--- src/rtl/pipeline_hazard_ctrl.sv ---
// pipeline_hazard_ctrl
// Hazard and flow-control block for the five-stage core. Keeps a shadow copy
// of the E/M/W hazard state and produces per-stage stall/flush, operand
// forward selects and the data-memory request. A data-memory wait state
// (valid/ready) freezes the whole pipe; an optional wait-timeout flag is
// raised when a single access waits MEM_TIMEOUT cycles.
//
// Optional feature macro: PIPELINE_PERF_CNT_EN
//   When defined, adds CNT_W-bit performance counters perf_cycles,
//   perf_retired, perf_stall and perf_flush as extra output ports.
//
// There is no FSM here: the only sequential state is the shadow pipeline,
// the wait counter and the sticky timeout flag.
module pipeline_hazard_ctrl #(
   parameter int REG_ADDR_W  = 5,
   parameter int MEM_TIMEOUT = 0,
   parameter int CNT_W       = 32
) (
   input  logic                  clk,
   input  logic                  rst,
   input  logic                  dec_valid,
   input  logic [REG_ADDR_W-1:0] dec_rs1,
   input  logic [REG_ADDR_W-1:0] dec_rs2,
   input  logic                  dec_use_rs1,
   input  logic                  dec_use_rs2,
   input  logic [REG_ADDR_W-1:0] dec_rd,
   input  logic                  dec_reg_write,
   input  logic                  dec_is_load,
   input  logic                  dec_is_mem,
   input  logic [REG_ADDR_W-1:0] ex_rs1,
   input  logic [REG_ADDR_W-1:0] ex_rs2,
   input  logic                  ex_pc_src,
   input  logic                  mem_ready,
   output logic                  fetch_stall,
   output logic                  decode_stall,
   output logic                  execute_stall,
   output logic                  memory_stall,
   output logic                  writeback_stall,
   output logic                  decode_flush,
   output logic                  execute_flush,
   output logic [1:0]            forward_a,
   output logic [1:0]            forward_b,
   output logic                  mem_req,
   output logic                  mem_timeout
`ifdef PIPELINE_PERF_CNT_EN
   ,
   output logic [CNT_W-1:0]      perf_cycles,
   output logic [CNT_W-1:0]      perf_retired,
   output logic [CNT_W-1:0]      perf_stall,
   output logic [CNT_W-1:0]      perf_flush
`endif
);

   typedef struct packed {
      logic                  valid;
      logic [REG_ADDR_W-1:0] rd;
      logic                  reg_write;
      logic                  is_load;
      logic                  is_mem;
   } stage_t;

   // Counter wide enough to hold MEM_TIMEOUT so saturation never hides it.
   localparam int WC_W = (MEM_TIMEOUT < 1) ? 1 : $clog2(MEM_TIMEOUT + 1);
   localparam bit TO_EN = (MEM_TIMEOUT != 0);
   localparam logic [WC_W-1:0] TO_M1 = WC_W'((MEM_TIMEOUT > 0) ? MEM_TIMEOUT - 1 : 0);

   stage_t e_q, m_q, w_q, e_d;
   logic [WC_W-1:0] wait_cnt_q, wait_cnt_d;
   logic tmo_q, tmo_d;

   logic mem_wait, redirect, load_use, tmo_hit;

   // Priority select: a non-load in M beats whatever is in W; x0 never forwards.
   function automatic logic [1:0] fwd_sel(input logic [REG_ADDR_W-1:0] src,
                                          input stage_t m, input stage_t w);
      logic [1:0] sel;
      sel = 2'b00;
      if (m.valid && m.reg_write && !m.is_load && (m.rd != '0) && (m.rd == src))
         sel = 2'b10;
      else if (w.valid && w.reg_write && (w.rd != '0) && (w.rd == src))
         sel = 2'b01;
      return sel;
   endfunction

   // Hazard conditions derived from shadow state and the current inputs.
   always_comb begin
      mem_wait = m_q.valid & m_q.is_mem & ~mem_ready;
      redirect = ex_pc_src & e_q.valid & ~mem_wait;
      load_use = e_q.valid & e_q.is_load & (e_q.rd != '0) & dec_valid &
                 ((dec_use_rs1 & (dec_rs1 == e_q.rd)) |
                  (dec_use_rs2 & (dec_rs2 == e_q.rd)));
      // Timeout reported in the cycle the counter would reach MEM_TIMEOUT.
      tmo_hit  = TO_EN & mem_wait & (wait_cnt_q >= TO_M1);
   end

   // Stall/flush/forward/request outputs; memory wait beats redirect beats load-use.
   always_comb begin
      fetch_stall     = 1'b0;
      decode_stall    = 1'b0;
      execute_stall   = 1'b0;
      memory_stall    = 1'b0;
      writeback_stall = 1'b0;
      decode_flush    = 1'b0;
      execute_flush   = 1'b0;
      forward_a       = fwd_sel(ex_rs1, m_q, w_q);
      forward_b       = fwd_sel(ex_rs2, m_q, w_q);
      mem_req         = m_q.valid & m_q.is_mem;
      mem_timeout     = tmo_q | tmo_hit;
      if (mem_wait) begin
         // Writeback also holds; rewriting the same regfile value is harmless.
         fetch_stall     = 1'b1;
         decode_stall    = 1'b1;
         execute_stall   = 1'b1;
         memory_stall    = 1'b1;
         writeback_stall = 1'b1;
      end else if (redirect) begin
         decode_flush  = 1'b1;
         execute_flush = 1'b1;
      end else if (load_use) begin
         fetch_stall   = 1'b1;
         decode_stall  = 1'b1;
         execute_flush = 1'b1;
      end
   end

   // Next E entry and wait-counter/timeout next state.
   always_comb begin
      e_d = '0;
      if (!execute_flush) begin
         e_d.valid     = dec_valid;
         e_d.rd        = dec_rd;
         e_d.reg_write = dec_reg_write;
         e_d.is_load   = dec_is_load;
         e_d.is_mem    = dec_is_mem;
      end
      wait_cnt_d = '0;
      if (mem_wait)
         wait_cnt_d = (&wait_cnt_q) ? wait_cnt_q : wait_cnt_q + WC_W'(1);
      tmo_d = tmo_q | tmo_hit;
   end

   // Shadow pipeline advances together unless memory is waiting.
   always_ff @(posedge clk or negedge rst) begin
      if (!rst) begin
         e_q <= '0;
         m_q <= '0;
         w_q <= '0;
      end else if (!mem_wait) begin
         e_q <= e_d;
         m_q <= e_q;
         w_q <= m_q;
      end
   end

   // Consecutive wait-cycle counter and sticky timeout flag.
   always_ff @(posedge clk or negedge rst) begin
      if (!rst) begin
         wait_cnt_q <= '0;
         tmo_q      <= 1'b0;
      end else begin
         wait_cnt_q <= wait_cnt_d;
         tmo_q      <= tmo_d;
      end
   end

`ifdef PIPELINE_PERF_CNT_EN
   logic [CNT_W-1:0] perf_cycles_q, perf_retired_q, perf_stall_q, perf_flush_q;

   // Free-running performance counters, wrapping naturally.
   always_ff @(posedge clk or negedge rst) begin
      if (!rst) begin
         perf_cycles_q  <= '0;
         perf_retired_q <= '0;
         perf_stall_q   <= '0;
         perf_flush_q   <= '0;
      end else begin
         perf_cycles_q <= perf_cycles_q + CNT_W'(1);
         if (w_q.valid && !writeback_stall)
            perf_retired_q <= perf_retired_q + CNT_W'(1);
         if (fetch_stall)
            perf_stall_q <= perf_stall_q + CNT_W'(1);
         if (execute_flush)
            perf_flush_q <= perf_flush_q + CNT_W'(1);
      end
   end

   assign perf_cycles  = perf_cycles_q;
   assign perf_retired = perf_retired_q;
   assign perf_stall   = perf_stall_q;
   assign perf_flush   = perf_flush_q;
`endif

endmodule

--- config.mk ---
export PLATFORM = sky130hd
export DESIGN_NAME = pipeline_hazard_ctrl
export DESIGN_NICKNAME = d
export VERILOG_FILES = /design/src/rtl/pipeline_hazard_ctrl.sv
export SDC_FILE = /design/constraint.sdc
export NUM_CORES = 1
export LEC_CHECK = 0
export CAP_MARGIN = 20
export CORE_MARGIN = 2
export CORE_UTILIZATION = 30
export DETAILED_ROUTE_END_ITERATION = 16
export PLACE_DENSITY_LB_ADDON = 0.05
export REMOVE_ABC_BUFFERS = 1
export SLEW_MARGIN = 20
export SYNTH_ARGS = -nofsm -noshare
export SYNTH_HDL_FRONTEND = slang
export SYNTH_SLANG_ARGS = --single-unit
--- constraint.sdc ---
create_clock -name clk -period 2.4 [get_ports clk]
set_input_delay 0.48 -clock clk [delete_from_list [all_inputs] [get_ports clk]]
set_output_delay 0.48 -clock clk [all_outputs]
set_load 0.01 [all_outputs]
**Word-level counts from Yosys, hierarchy flattened**

Cells that the tools add are included.

- Register bits after elaboration: 25
- Bits in latches: 0
- Memory bits (writable): 0
- Bits in read-only memories: 0
- Input port bits: 35
- Logic and storage cells: 58
- Memories kept: 0

- Add/subtract/negate cells: 0
- Multiply operators: 0
- Divide/modulo/power cells: 0
- Order comparisons: 0
- Equality and inequality tests: 6
- Shifts and indexed selects: 0
- Mux-type cells: 13
- Bitwise operators: 13
- Reductions and logical operators: 13

Operators by type and width:

| cell | number |
|---|---|
| == test 5 bit | 6 |
| nonzero test 5 bit | 3 |
| AND 1 bit | 10 |
| 2-to-1 mux 1 bit | 10 |
| logical AND 1 bit | 9 |
| 2-to-1 mux 9 bit | 1 |
| 2-to-1 mux 2 bit | 2 |
| NOT 1 bit | 2 |
| zero test 1 bit | 1 |
| bitwise OR 1 bit | 1 |

**Logic depth before layout (Yosys ltp)**

Gate-level depths: netlist of run 1.

- Depth after elaboration: 8
- Mapped depth: 6
- Mapped depth without buffers: 5

**Least setup slack after synthesis of run 1**

No wires, ideal clock.

- Path type: input to output
- From: input dec_rs1[1]
- To: output fetch_stall
- Arrival time: 1638 ps
- Required time: 1920 ps
- Setup slack: 282 ps
- Stages on the path: 6
- Cell sequence: xnor2_1 > nand4_1 > o22ai_1 > nand2_1 > o21ai_0 > buf_4

- Cells in the longest elaborated chain, start to end: 7

Ends and longest elaborated chain:

| element | line | text |
|---|---|---|
| from (decl) | 22 | `input logic [REG_ADDR_W-1:0] dec_rs1,` |
| == test 5 bit | 90 | `((dec_use_rs1 & (dec_rs1 == e_q.rd)) \|` |
| AND 1 bit | 90 |  |
| bitwise OR 1 bit | 90 |  |
| AND 1 bit | 89 | `load_use = e_q.valid & e_q.is_load & (e_q.rd != '0) & dec_valid &` |
| 2-to-1 mux 1 bit (3 in series) | -- |  |
| to (decl) | 34 | `output logic fetch_stall,` |

Every way passes these cells.

**Worst setup path after layout of run 1**

- From: register w_q[4] in the netlist's numbering
- To: output forward_b[0]

- Cells in the longest elaborated chain, start to end: 5
- Elaborated cells on any way between the ends: 6

Ends and longest elaborated chain:

| element | line | text |
|---|---|---|
| from (decl) | 67 | `stage_t e_q, m_q, w_q, e_d;` |
| from (signal assigned) | 151 | `w_q <= m_q;` |
| nonzero test 5 bit | 80 | `else if (w.valid && w.reg_write && (w.rd != '0) && (w.rd == src))` |
| logical AND 1 bit | 80 |  |
| logical AND 1 bit * | 80 |  |
| 2-to-1 mux 1 bit * | 80 |  |
| 2-to-1 mux 2 bit * | 78 | `if (m.valid && m.reg_write && !m.is_load && (m.rd != '0) && (m.rd == src))` |
| to (decl) | 42 | `output logic [1:0] forward_b,` |

Every way passes the cells marked *; elsewhere a longest branch is shown, timed or not.

==> results of run 1 <==
## registers in the layout (all words and copies together), names as in the netlist
name / flops
w_q: 7
m_q: 9
e_q: 9
## final timing paths
kind	start	cells past startpoint	endpoint	slack, ps
hold reg to reg	m_q[0]	1	w_q[8]	470
max in group asynchronous	rst	2	m_q[7]	1590
hold / removal	m_q[0]	1	w_q[8]	470
setup reg to reg	e_q[4]	7	e_q[6]	640
min in group asynchronous	rst	2	e_q[0]	570
setup / recovery	w_q[4]	5	forward_b[0]	7
## power by group
| group | switching, W | total, W | internal [W] |
|---|---|---|---|
| sequential | 0.0000697 | 0.000569 | 0.000500 |
| combinational | 0.000206 | 0.000491 | 0.000285 |
| clock | 0.000134 | 0.000256 | 0.000121 |
| total | 0.000410 | 0.00132 | 0.000906 |
## synthesized netlist by cell type
cell type                   n  area (um^2)
sky130_fd_sc_hd__dfrtp_1   25          626
sky130_fd_sc_hd__xnor2_1   16          140
sky130_fd_sc_hd__xor2_1    14          123
sky130_fd_sc_hd__mux2_2    13          146
sky130_fd_sc_hd__a22o_1     8         70.1
sky130_fd_sc_hd__buf_4      5         37.5
sky130_fd_sc_hd__nand2_1    5         18.8
sky130_fd_sc_hd__nor2_1     4         15.0
sky130_fd_sc_hd__or4_1      4         30.0
sky130_fd_sc_hd__nand2b_1   3         18.8
sky130_fd_sc_hd__nand3_1    3         15.0
sky130_fd_sc_hd__a21oi_1    2         10.0
sky130_fd_sc_hd__and2_1     2         12.5
sky130_fd_sc_hd__inv_1      2         7.51
sky130_fd_sc_hd__nand4_1    2         12.5
sky130_fd_sc_hd__nor4_1     2         12.5
sky130_fd_sc_hd__nor4_2     2         25.0
sky130_fd_sc_hd__a211oi_4   1         20.0
sky130_fd_sc_hd__a21boi_0   1         7.51
sky130_fd_sc_hd__a41o_1     1         10.0
sky130_fd_sc_hd__buf_2      1         5.00
sky130_fd_sc_hd__conb_1     1         3.75
sky130_fd_sc_hd__nor3_1     1         5.00
sky130_fd_sc_hd__o211ai_1   1         7.51
sky130_fd_sc_hd__o21ai_0    1         5.00
sky130_fd_sc_hd__o21ai_2    1         8.76
sky130_fd_sc_hd__o22ai_1    1         6.26
## repair_timing
action	in CTS	in global routing
setup endpoints to repair	8	8
setup buffers	1	2
endpoints found under the hold margin	0	0
pin swaps	6	9
resized for setup	34	12
cloned	0	0
## metal layers
metal | vias up | part of all wire
met2 | 38 | 0.49
met1 | 550 | 0.44
met3 | 2 | 0.060
met4 | 0 | 0.010
li1 | 575 | -
met5 | - | 0
## per-stage QoR
step	setup TNS (ps)	total power (W)	util	cells
after CTS	-26.9	0.00132	0.490	245
after detailed placement	-2870	0.00104	0.471	240
after global placement	-2650	0.00103	0.471	240
after floorplan	0	0.000803	-	116
after global routing	-132	0.00141	0.496	247
final	0	0.00132	0.496	247
## kinds of logic (layout without fill, tap and decap cells)
kind of cell,Yosys count,in the layout,synth area share
muxes,13,13,0.105
DFF,25,25,0.447
other,1,1,0.00268
AOI/OAI and AO/OA,17,17,0.104
xor gates and xnor gates,30,30,0.188
and+or+nand+nor,28,28,0.118
buffers and inverters,8,81,0.0358
## layout make-up
type                            count  share of cell area
Multi-Input combinational cell     89               0.361
Timing Repair Buffer               75               0.297
Sequential cell                    25               0.286
Tap cell                           52              0.0297
Clock buffer                        3              0.0189
Clock inverter                      1             0.00400
Inverter                            2             0.00343
==> impl_table.tex, run 1 <==
\begin{tabular}{lr}
\hline
Metric & Value \\
\hline
\multicolumn{2}{l}{\textbf{Global routing}} \\
\quad Vias in the first global route & 1231 \\
\quad Busiest metal layer after global routing & met2 \\
\quad Initial antenna violation count & 0 \\
\quad Global Route Usage Sum & 0.137 \\
\quad Global-route track usage on met2 & 0.241 \\
\quad Wire length of the first global-routing pass & 5.60 mm \\
\quad GR met3 Demand/Resource & 0.0153 \\
\quad Remaining global-route overflow & 0 \\
\quad Maximum number of pins on one net before global-route repair & 26 \\
\quad Routing usage on met1 & 0.172 \\
\multicolumn{2}{l}{\textbf{Timing}} \\
\quad Final Cycle Share & 0.997 \\
\quad Total setup violations reported at the end of the flow & 0 \\
\quad Final Hold Violating Endpoints & 0 \\
\quad Layout Skew & 7.23 ps \\
\quad Unrepaired setup endpoints after global routing & true \\
\quad Number of max-slew violations in the final report & 0 \\
\quad Post-route setup slack & 7.02 ps \\
\quad Final Hold Slack & 466 ps \\
\quad Peak Freq & 418 MHz \\
\quad Minimum clock period & 2390 ps \\
\multicolumn{2}{l}{\textbf{Die}} \\
\quad Vertical extent of the die & 72.3 um \\
\quad Core footprint & 4410 um\^{}2 \\
\quad IO Count & 48 \\
\quad Chip Width & 72.3 um \\
\quad Starting density of the core & 0.317 \\
\quad Floorplan die area & 5230 um\^{}2 \\
\quad Floorplan row count & 24 \\
\multicolumn{2}{l}{\textbf{Critical path}} \\
\quad CP Data Required Time & 1920 ps \\
\quad Startpoint class of the critical path & flop \\
\quad WP buf/inv & 2 \\
\quad Worst setup path class & reg2out \\
\quad Arr. time, crit path & 1910 ps \\
\quad Worst setup EP type & output port \\
\quad Delay of the slowest cell on the worst path & 550 ps \\
\quad Crit Path Max Fanout & 3 \\
\quad Critical path, cell by cell & buf\_4, xor2\_1, or4\_4, nor4\_4, buf\_2 \\
\quad Library cell contributing the largest single delay on the critical path & sky130\_fd\_sc\_hd\_\_or4\_4 \\
\quad Category of cells accounting for the largest share of critical-path delay & simple AND/OR/NAND/NOR gates \\
\multicolumn{2}{l}{\textbf{Yosys}} \\
\quad Cell variety after synth & 27 \\
\quad Synthesized area & 1400 um\^{}2 \\
\quad Post-synthesis instance total & 122 \\
\quad Yosys reg bits & 25 \\
\quad Yosys warning count & 0 \\
\quad Mean cell area of the mapped netlist & 11.5 um\^{}2 \\
\quad Sequential share of the synthesized area & 0.447 \\
\multicolumn{2}{l}{\textbf{Clock tree}} \\
\quad Largest buffer count on any clock path & 2 \\
\quad Clock buffer count from CTS & 3 \\
\quad Count of H-tree levels built during CTS & 1 \\
\quad TritonCTS sink count & 25 \\
\quad Source-to-sink clock delay at the later pin of the worst-skew pair & 270 ps \\
\quad CTS hold repair buffers & 0 \\
\quad Library cell used as clock root buffer & sky130\_fd\_sc\_hd\_\_clkbuf\_8 \\
\quad Clock transition at the registers of the reported paths & 90 ps \\
\quad CTS tree & built \\
\multicolumn{2}{l}{\textbf{Final layout}} \\
\quad Post-route standard cell area excluding fillers & 2190 um\^{}2 \\
\quad Total area of sequential cells & 626 um\^{}2 \\
\quad NumNets Final & 231 \\
\quad Commonest non-fill, non-tap cells in the layout & sky130\_fd\_sc\_hd\_\_clkdlybuf4s50\_1 (32), sky130\_fd\_sc\_hd\_\_buf\_4 (29), sky130\_fd\_sc\_hd\_\_dfrtp\_1 (25) \\
\quad Most frequent standard cell in the layout excluding fill and tap cells & sky130\_fd\_sc\_hd\_\_clkdlybuf4s50\_1 \\
\quad Area of combinational cells with multiple inputs & 791 um\^{}2 \\
\quad Area growth from synthesis to layout & 56.4\% \\
\quad Ratio of cells with drive above 1 in the final layout & 0.344 \\
\quad Layout fillers & 397 \\
\quad Final antenna diode count & 0 \\
\multicolumn{2}{l}{\textbf{Place}} \\
\quad Dpl hpwl & 2.55 mm \\
\quad Cell Area, Placed & 2080 um\^{}2 \\
\quad Count of port buffers added during placement & 46 \\
\quad GPL Wtd Cong & 0.773 \\
\quad Worst slack at placement & -474 ps \\
\multicolumn{2}{l}{\textbf{Status}} \\
\quad Result of the run & complete, no violations \\
\multicolumn{2}{l}{\textbf{Route}} \\
\quad Drt via density & 4.72 \\
\quad Routed Wire Length & 3.29 mm \\
\quad Total number of vias & 1165 \\
\quad DRC marker count from the first detailed-route iteration & 31 \\
\quad Detailed-route wire length per cell & 13.3 um \\
\quad Number of detailed-routing iterations run before antenna repair & 4 \\
\quad Remaining antenna violation count after routing & 0 \\
\quad DRC violation count after routing & 0 \\
\multicolumn{2}{l}{\textbf{Flow run}} \\
\quad Max cap viols & 0 \\
\multicolumn{2}{l}{\textbf{Pwr}} \\
\quad Areal power density over the cells & 602 nW/um\^{}2 \\
\quad Total leakage power & 0.995 nW \\
\quad Highest ir drop seen on vdd & 0.208 mV \\
\multicolumn{2}{l}{\textbf{Min path}} \\
\quad Path class of the lowest-slack min-delay path & reg2reg \\
\hline
\end{tabular}
Power figures use the tool's default switching activity.
==> inputs of run 2 (changes only) <==
--- a/config.mk
+++ b/config.mk
@@ -11,6 +11,7 @@
 export DETAILED_ROUTE_END_ITERATION = 16
 export PLACE_DENSITY_LB_ADDON = 0.05
 export REMOVE_ABC_BUFFERS = 1
+export SETUP_SLACK_MARGIN = 0.1
 export SLEW_MARGIN = 20
 export SYNTH_ARGS = -nofsm -noshare
 export SYNTH_HDL_FRONTEND = slang
==> constraint.sdc (replaced) <==
create_clock -name clk -period 2.7 [get_ports clk]
set_input_delay 0.54 -clock clk [delete_from_list [all_inputs] [get_ports clk]]
set_output_delay 0.54 -clock clk [all_outputs]
set_load 0.01 [all_outputs]
==> run 2 against run 1 <==
  * Utilization down 1.3 points
  * Cell count fell by 2.4%
  * First-iteration DRC count shrank 42%
  * Register-to-register slack gained 390 ps
  * Global-route usage down 0.20 points
==> impl_table.tex, run 2 (synthesis gave the netlist of run 1 again) <==
\begin{tabular}{lr}
\hline
Metric & Value \\
\hline
\multicolumn{2}{l}{\textbf{Timing}} \\
\quad Peak Freq & 383 MHz \\
\quad Final Hold Violating Endpoints & 0 (unchanged) \\
\quad Layout Skew & 5.14 ps (was 7.23 ps) \\
\quad Number of max-slew violations in the final report & 0 (unchanged) \\
\quad Unrepaired setup endpoints after global routing & true (unchanged) \\
\quad Minimum clock period & 2610 ps \\
\quad Final sum of negative setup slack & 0 ps (unchanged) \\
\quad Final Cycle Share & 0.966 \\
\quad Total setup violations reported at the end of the flow & 0 (unchanged) \\
\quad Final Hold Slack & 458 ps (was 466 ps) \\
\multicolumn{2}{l}{\textbf{Clock tree}} \\
\quad Source-to-sink clock delay at the later pin of the worst-skew pair & 260 ps (was 270 ps) \\
\quad Count of H-tree levels built during CTS & 1 (unchanged) \\
\quad Clock buffer count from CTS & 3 (unchanged) \\
\quad Clock transition at the registers of the reported paths & 80 ps (was 90 ps) \\
\quad TritonCTS sink count & 25 (unchanged) \\
\quad CTS hold repair buffers & 0 (unchanged) \\
\quad Library cell used as clock root buffer & sky130\_fd\_sc\_hd\_\_clkbuf\_8 (unchanged) \\
\quad CTS tree & built (unchanged) \\
\quad Largest buffer count on any clock path & 2 (unchanged) \\
\multicolumn{2}{l}{\textbf{Route}} \\
\quad Total number of vias & 1152 (was 1165) \\
\quad DRC marker count from the first detailed-route iteration & 18 (was 31) \\
\quad DRC violation count after routing & 0 (unchanged) \\
\quad Remaining antenna violation count after routing & 0 (unchanged) \\
\quad Number of detailed-routing iterations run before antenna repair & 2 (was 4) \\
\quad Detailed-route wire length per cell & 13.7 um (was 13.3 um) \\
\quad Routed Wire Length & 3.29 mm (about the same) \\
\quad Drt via density & 4.78 (was 4.72) \\
\multicolumn{2}{l}{\textbf{Pwr}} \\
\quad Areal power density over the cells & 525 nW/um\^{}2 (was 602 nW/um\^{}2) \\
\quad Total leakage power & 0.927 nW (was 0.995 nW) \\
\quad PnR Total Power & 0.00112 W (was 0.00132 W) \\
\quad Highest ir drop seen on vdd & 0.186 mV (was 0.208 mV) \\
\multicolumn{2}{l}{\textbf{Final layout}} \\
\quad Registers with the highest flip-flop counts & e\_q (9), m\_q (9), w\_q (7) (unchanged) \\
\quad Area growth from synthesis to layout & 52.2\% (was 56.4\%) \\
\quad Final antenna diode count & 0 (unchanged) \\
\quad NumNets Final & 225 (was 231) \\
\quad Final core utilization & 0.482 (was 0.496) \\
\quad Commonest non-fill, non-tap cells in the layout & sky130\_fd\_sc\_hd\_\_clkdlybuf4s50\_1 (37), sky130\_fd\_sc\_hd\_\_dfrtp\_1 (25), sky130\_fd\_sc\_hd\_\_buf\_4 (23) (was sky130\_fd\_sc\_hd\_\_clkdlybuf4s50\_1 (32), sky130\_fd\_sc\_hd\_\_buf\_4 (29), sky130\_fd\_sc\_hd\_\_dfrtp\_1 (25)) \\
\quad Most frequent standard cell in the layout excluding fill and tap cells & sky130\_fd\_sc\_hd\_\_clkdlybuf4s50\_1 (unchanged) \\
\quad Ratio of cells with drive above 1 in the final layout & 0.296 (was 0.344) \\
\multicolumn{2}{l}{\textbf{Die}} \\
\quad Chip Width & 72.3 um (unchanged) \\
\quad Vertical extent of the die & 72.3 um (unchanged) \\
\quad IO Count & 48 (unchanged) \\
\quad Core footprint & 4410 um\^{}2 (unchanged) \\
\quad Starting density of the core & 0.317 (unchanged) \\
\quad Floorplan row count & 24 (unchanged) \\
\quad Floorplan die area & 5230 um\^{}2 (unchanged) \\
\multicolumn{2}{l}{\textbf{Global routing}} \\
\quad Initial antenna violation count & 0 (unchanged) \\
\quad Maximum number of pins on one net before global-route repair & 26 (unchanged) \\
\quad Vias in the first global route & 1199 (was 1231) \\
\quad Wire length of the first global-routing pass & 5.55 mm (was 5.60 mm) \\
\quad Remaining global-route overflow & 0 (unchanged) \\
\quad Global Route Usage Sum & 0.135 (was 0.137) \\
\multicolumn{2}{l}{\textbf{Place}} \\
\quad Count of port buffers added during placement & 46 (unchanged) \\
\quad Dpl hpwl & 2.59 mm (was 2.55 mm) \\
\quad GPL Wtd Cong & 0.779 (was 0.773) \\
\multicolumn{2}{l}{\textbf{Critical path}} \\
\quad Most frequent CP cell & sky130\_fd\_sc\_hd\_\_buf\_4 \\
\quad Library cell contributing the largest single delay on the critical path & sky130\_fd\_sc\_hd\_\_or4\_4 (unchanged) \\
\quad Critical path, cell by cell & or4\_4, o21ai\_4, nor4\_2, buf\_4, buf\_4, nor4\_4, buf\_2 (was buf\_4, xor2\_1, or4\_4, nor4\_4, buf\_2) \\
\quad Logic depth of the worst setup path including buffers & 7 (was 5) \\
\quad Startpoint class of the critical path & flop (unchanged) \\
\quad Category of cells accounting for the largest share of critical-path delay & simple AND/OR/NAND/NOR gates (unchanged) \\
\quad Worst setup path class & reg2out (unchanged) \\
\quad Arr. time, crit path & 2070 ps (was 1910 ps) \\
\quad WP buf/inv & 3 (was 2) \\
\quad Delay of the slowest cell on the worst path & 540 ps (was 550 ps) \\
\quad CP Data Required Time & 2160 ps (was 1920 ps) \\
\quad Worst setup EP type & output port (unchanged) \\
\quad Crit Path Max Fanout & 2 (was 3) \\
\quad Worst r2r path cells & 6 (was 7) \\
\multicolumn{2}{l}{\textbf{Status}} \\
\quad Result of the run & complete, no violations (unchanged) \\
\multicolumn{2}{l}{\textbf{Min path}} \\
\quad Path class of the lowest-slack min-delay path & reg2reg (unchanged) \\
\quad Number of cells on the worst hold path & 1 (unchanged) \\
\multicolumn{2}{l}{\textbf{Flow run}} \\
\quad Max cap viols & 0 (unchanged) \\
\hline
\end{tabular}
run 2: through the flow:
stage	cell area [um^2]	std cells	setup slack, ps
6_report	2130	241	91.2
5_1_grt	2130	241	19.9
4_1_cts	2120	240	-12.7
3_5_place_dp	2020	233	-315
3_3_place_gp	2020	233	-259
2_1_floorplan	1360	116	507
run 2: area by class of cell:
| cell class | instances | area [um^2] |
|---|---|---|
| timing repair buffer | 69 | 609 |
| clock buffer | 4 | 45.0 |
| multi-input combinational | 89 | 777 |
| tap | 52 | 65.1 |
| sequential | 25 | 626 |
| fill | 413 | 2280 |
| inverter | 2 | 7.51 |
run 2: repair_timing:
item | 4_1_cts | 5_1_grt
resized for setup | 23 | 11
setup buffers | 3 | 1
endpoints found under the setup margin | 7 | 8
pin swaps | 5 | 5
run 2: report_power, final:
group          total [W]  switching (W)  internal (W)
Combinational   0.000386       0.000160      0.000226
Sequential      0.000520      0.0000757      0.000444
Clock           0.000211       0.000106      0.000105
Total            0.00112       0.000342      0.000776
run 2: worst paths after layout:
path	startpoint	to	slack, ps
min	m_q[0]	w_q[8]	460
max in group asynchronous	rst	m_q[6]	1820
min in group asynchronous	rst	e_q[0]	640
max	m_q[4]	forward_b[0]	90
min reg2reg	m_q[0]	w_q[8]	460
max reg2reg	m_q[8]	e_q[4]	1030
run 2: layer usage:
metal  global-route usage  vias up  wire [um]
met4               0.0755        0         73
li1                     -      559          -
met5                    0        -          0
met3               0.0167        4        207
met2                0.222       42       1630
met1                0.170      547       1380
